==> config.mk <==
export PLATFORM = sky130hd
export DESIGN_NAME = counter_arbiter
export DESIGN_NICKNAME = d
export VERILOG_FILES = /design/src/rtl/counter_arb_pkg.sv /design/src/rtl/counter_arbiter_load_counter.sv /design/src/rtl/counter_arbiter.sv
export SDC_FILE = /design/constraint.sdc
export NUM_CORES = 1
export LEC_CHECK = 0
export ABC_CLOCK_PERIOD_IN_PS = 2300
export CAP_MARGIN = 10
export CORE_MARGIN = 2
export CORE_UTILIZATION = 40
export DETAILED_ROUTE_END_ITERATION = 12
export HOLD_SLACK_MARGIN = 0.03
export PLACE_DENSITY = 0.71
export SETUP_SLACK_MARGIN = 0.15
export SLEW_MARGIN = 20
export SYNTH_ARGS = -nofsm -noshare
export SYNTH_HDL_FRONTEND = slang
export SYNTH_SLANG_ARGS = --single-unit
==> constraint.sdc <==
create_clock -name clk -period 2.3 [get_ports clk]
set_input_delay 0.345 -clock clk [delete_from_list [all_inputs] [get_ports clk]]
set_output_delay 0.345 -clock clk [all_outputs]
set_load 0.02 [all_outputs]
==> src/rtl/counter_arb_pkg.sv <==
// Shared definitions for the counter arbiter: FSM state encoding, requester
// count and the round-robin pick helper.
package counter_arb_pkg;

  localparam int unsigned NREQ_C = 3;

  typedef enum logic [1:0] {
    S_IDLE = 2'd0,
    S_LOAD = 2'd1,
    S_RUN  = 2'd2,
    S_DONE = 2'd3
  } state_e;

  // Returns {found, index}; the search starts at (last+1) mod NREQ_C.
  function automatic logic [2:0] rr_pick(input logic [NREQ_C-1:0] req,
                                         input logic [1:0]        last);
    logic       found;
    logic [1:0] idx;
    logic [1:0] cand;
    found = 1'b0;
    idx   = '0;
    for (int unsigned k = 1; k <= NREQ_C; k++) begin
      cand = 2'((32'(last) + k) % NREQ_C);
      if (!found && req[cand]) begin
        found = 1'b1;
        idx   = cand;
      end
    end
    return {found, idx};
  endfunction

endpackage

==> src/rtl/counter_arbiter_load_counter.sv <==
// Loadable up-counter with a terminal-count flag; the shared resource that
// the arbiter hands out to one requester at a time.
module load_counter #(
  parameter int unsigned CW = 4
) (
  input  logic          clk,
  input  logic          reset,
  input  logic          load_i,
  input  logic          en_i,
  input  logic [CW-1:0] d_i,
  output logic [CW-1:0] q_o,
  output logic          tc_o
);

  localparam logic [CW-1:0] ONE = CW'(1);

  logic [CW-1:0] q_q;
  logic [CW-1:0] q_d;

  always_comb begin
    q_d = q_q;
    if (load_i) begin
      q_d = d_i;
    end else if (en_i) begin
      q_d = q_q + ONE;
    end
  end

  always_ff @(posedge clk) begin
    if (reset) begin
      q_q <= '0;
    end else begin
      q_q <= q_d;
    end
  end

  assign q_o  = q_q;
  assign tc_o = &q_q;

endmodule

==> src/rtl/counter_arbiter.sv <==
// Round-robin arbiter granting a shared loadable counter to one of three
// requesters; each job loads the owner's init value and counts to all-ones.
module counter_arbiter
  import counter_arb_pkg::*;
#(
  parameter int unsigned CW   = 4,
  parameter int unsigned NREQ = NREQ_C
) (
  input  logic            clk,
  input  logic            reset,
  input  logic [NREQ-1:0] req,
  input  logic [CW-1:0]   init0,
  input  logic [CW-1:0]   init1,
  input  logic [CW-1:0]   init2,
  output logic [NREQ-1:0] grant,
  output logic [1:0]      owner,
  output logic            busy,
  output logic            done,
  output logic [CW-1:0]   count
);

  state_e        state_q;
  state_e        state_d;
  logic [1:0]    owner_q;
  logic [1:0]    owner_d;
  logic [1:0]    last_q;
  logic [1:0]    last_d;
  logic          cnt_load;
  logic          cnt_en;
  logic [CW-1:0] init_sel;
  logic [CW-1:0] cnt_q;
  logic          cnt_tc;
  logic [2:0]    pick;
  logic          req_own;

  load_counter #(.CW(CW)) u_cnt (
    .clk    (clk),
    .reset  (reset),
    .load_i (cnt_load),
    .en_i   (cnt_en),
    .d_i    (init_sel),
    .q_o    (cnt_q),
    .tc_o   (cnt_tc)
  );

  always_comb begin
    case (owner_q)
      2'd0:    init_sel = init0;
      2'd1:    init_sel = init1;
      default: init_sel = init2;
    endcase
  end

  assign pick    = rr_pick(req, last_q);
  assign req_own = req[owner_q];

  always_comb begin
    state_d  = state_q;
    owner_d  = owner_q;
    last_d   = last_q;
    cnt_load = 1'b0;
    cnt_en   = 1'b0;
    case (state_q)
      S_IDLE: begin
        if (pick[2]) begin
          owner_d = pick[1:0];
          state_d = S_LOAD;
        end
      end
      S_LOAD: begin
        if (!req_own) begin
          last_d  = owner_q;
          state_d = S_IDLE;
        end else begin
          cnt_load = 1'b1;
          state_d  = S_RUN;
        end
      end
      S_RUN: begin
        // Abort takes priority over completion; the count is left as-is.
        if (!req_own) begin
          last_d  = owner_q;
          state_d = S_IDLE;
        end else if (cnt_tc) begin
          state_d = S_DONE;
        end else begin
          cnt_en = 1'b1;
        end
      end
      S_DONE: begin
        last_d  = owner_q;
        state_d = S_IDLE;
      end
      default: state_d = S_IDLE;
    endcase
  end

  always_ff @(posedge clk) begin
    if (reset) begin
      state_q <= S_IDLE;
      owner_q <= '0;
      last_q  <= 2'd2;
    end else begin
      state_q <= state_d;
      owner_q <= owner_d;
      last_q  <= last_d;
    end
  end

  // Grant is decoded from the registered state so it is one-hot by construction.
  always_comb begin
    grant = '0;
    if (state_q != S_IDLE) begin
      grant[owner_q] = 1'b1;
    end
  end

  assign owner = owner_q;
  assign busy  = (state_q != S_IDLE);
  assign done  = (state_q == S_DONE);
  assign count = cnt_q;

endmodule

==> flow_summary_export.csv <==
group,metric,value,unit
routing,routed_wl,2.10,mm
logic_synthesis,ys_warn_count,0,
setup_path,crit_buf_inv,0,
logic_synthesis,synth_nets,133,
floorplanning,die_h,50.9,um
floorplanning,initial_core_util,43.5,%
power,power.leakage,0.000490,uW
routing,drt-wirelength-per-cell,13.0,um
final_layout,area_growth,35.1,%
power,p_per_area,752,mW/mm^2
sta,setup_viol_count_final,0,
final_layout,layout.nets,161,
global_route,grt_overflow,0,
setup_path,slowest_delay,620,ps
logic_synthesis,synth_area_leaders,"dfxtp_1, ha_1, mux2_2",
logic_synthesis,synth_cell_types,35,
clocking,clockRootBuffer,"clkbuf_4",
logic_synthesis,synth_edf_count,0,
place,place_area,0.00116,mm^2
clocking,cts_made_buffers,3,
setup_path,crit_fanout,11,
run,drv_cap,0,
logic_synthesis,synth_top_flop_cell,"dfxtp_1",
routing,dr.pass1.iters,4,
sta,fmax,496,MHz
power,ir_drop,0.000479,V
logic_synthesis,synth_common_cells,"nor2_1, dfxtp_1, inv_1",
setup_path,r2r-end,"state_q[1]",
sta,drv_slew,0,
sta,post-route-min-period,2020,ps
setup_path,critical_path.top_delay_family,"simple AND/OR/NAND/NOR gates",
sta,worstMarginPinSlew,496,ps
logic_synthesis,synth.largest_area_cell,"dfxtp_1",
setup_path,path_cells,"mux2i_4 -> o21ai_2 -> and3_1 -> or4_1 -> a31oi_1",
setup_path,cp.required,2490,ps
global_route,antenna_found_initial,0,
logic_synthesis,syn-instance-count,108,
routing,drt-initial-drc-count,35,
clocking,cts_buffer_depth,2,
floorplanning,fp.dieW,50.9,um
min_path,hold_depth,2,
logic_synthesis,synth-seq-cells,10,
floorplanning,rows,16,
global_route,grt.total_usage,17.0,%
floorplanning,ioPinCount,28,
clocking,cts_num_sinks,10,
logic_synthesis,postSynthAreaPerCell,8.14,um^2
setup_path,cp.arrival,2210,ps
min_path,whs_endpoint,"last_q[0]",
sta,maxSlewHeadroom,66.9,%
setup_path,cp-start-kind,"flop",
status,status,"finished clean",
setup_path,cp_slowest_cell,"dfxtp_1",
setup_path,end_kind,"flop",
clocking,cts_setup_buffers,0,
clocking,tritoncts,"done",
global_route,grt_max_degree,15,
place,port_buffers,27,
setup_path,crit_path_start,"owner[0]",
global_route,grt_pass1_wl,3.43,mm
floorplanning,die_area,0.00259,mm^2
logic_synthesis,synthArstFlopShare,0,%
setup_path,r2r_cells,5,
routing,post-route-drc-count,0,
clocking,clkLatencyLatePin,270,ps
logic_synthesis,mappedNetlistArea,880,um^2
min_path,hold_start,"last_q[0]",
setup_path,crit_type,"flop to flop",
sta,fin_skew,7.42,ps
clocking,htree_num_levels,1,
routing,via_count,873,
final_layout,fin_area,0.00119,mm^2
floorplanning,core,0.00202,mm^2
logic_synthesis,synth_top_cell_area_share,22.8,%
setup_path,reg2reg_from,"owner[0]",
place,gp_congestion,0.857,
logic_synthesis,yosysMostFrequentCell,"nor2_1",
final_layout,drive_gt1_share,9.63,%
final_layout,antenna_cells,0,
setup_path,r2r_slack,280,ps
sta,rsz0062_at_grt,"no",
global_route,grt_pass1_vias,821,
place,dpl.hpwl,1.70,mm
min_path,hold_class,"flop to flop",
sta,period_share,87.6,%
routing,postRouteAntennaNets,0,
sta,hold_viol,0,
routing,via_per_inst,5.39,
clocking,clk_pin_slew,80,ps
logic_synthesis,ys_seq_area_share,22.8,%
sta,tns,0,ps
-- sequential cells by signal (all words and copies together) (netlist names) --
name,cells
u_cnt.q_o,4
state_q,2
owner,2
last_q,2
-- routing by layer --
metal	routed length, um	vias up	GRT usage, %
met5	0	-	0
met4	9	0	2.70
met3	108	2	3.51
met2	963	34	28.3
met1	1020	392	23.1
li1	-	445	-
-- metrics by stage --
step	total power (uW)	hold slack, ps	utilization (%)	cells	setup slack, ps
2_1_floorplan	586	490	-	108	451
3_3_place_gp	738	522	57.2	158	200
3_5_place_dp	744	526	57.2	158	135
4_1_cts	899	542	58.8	162	272
5_1_grt	964	600	58.8	162	152
6_report	894	538	58.8	162	285
-- cell usage in the layout, fill, tap and decap left out, drive strengths merged, types with 3 or more instances in the layout --
| cell | n |
|---|---|
| dlygate4sd2 | 4 |
| nand3 | 4 |
| a21oi | 5 |
| clkbuf | 4 |
| clkdlybuf4s50 | 23 |
| a211oi | 3 |
| o21ai | 3 |
| nor2 | 13 |
| mux2 | 5 |
| mux2i | 6 |
| dfxtp | 10 |
| ha | 8 |
| o21a | 3 |
| inv | 9 |
| a21o | 3 |
| nand2 | 5 |
| nor3 | 5 |
-- report_power, final --
| group | internal, uW | leakage [uW] | total [uW] | switching [uW] |
|---|---|---|---|---|
| clock network | 96.2 | 0.0000210 | 164 | 68.1 |
| logic | 229 | 0.000387 | 464 | 235 |
| registers | 208 | 0.0000821 | 266 | 58.3 |
-- worst register-to-register path, stage by stage, from the launching register on --
cell	delay, ps
dfxtp_1	620
mux2i_4	330
o21ai_2	120
and3_1	290
or4_1	420
a31oi_1	160
-- area by class of cell --
| class | count | area (um^2) |
|---|---|---|
| Fill cell | 192 | 833 |
| Multi-Input combinational cell | 84 | 612 |
| Timing Repair Buffer | 28 | 273 |
| Sequential cell | 10 | 200 |
| Clock buffer | 4 | 36.3 |
| Inverter | 9 | 33.8 |
| Tap cell | 27 | 33.8 |
-- what timing repair did --
| action | CTS | global route |
|---|---|---|
| resized for setup | 4 | 0 |
| endpoints found under the setup margin | 4 | 0 |
| hold buffers | 0 | 0 |
-- cell families after synthesis --
| family | count (synthesis) | synth area share, % |
|---|---|---|
| flip-flops | 10 | 22.8 |
| adder cells (fa/ha/maj) | 8 | 11.4 |
| multiplexers | 11 | 14.7 |
| XOR/XNOR | 1 | 0.996 |
| AO/OA/AOI/OAI | 26 | 21.2 |
| buffers and inverters | 14 | 7.68 |
| AND/OR/NAND/NOR | 38 | 21.3 |
-- how the worst max path moves through the flow --
stage	slack, ps	end	cells past startpoint
after floorplan	450	state_q[1]	7
after global placement	200	u_cnt.q_o[2]	6
after detailed placement	130	u_cnt.q_o[2]	6
after CTS	270	grant[2]	5
after global routing	150	state_q[1]	5
final	280	state_q[1]	5
No activity file was read; power rests on OpenSTA's default activity.
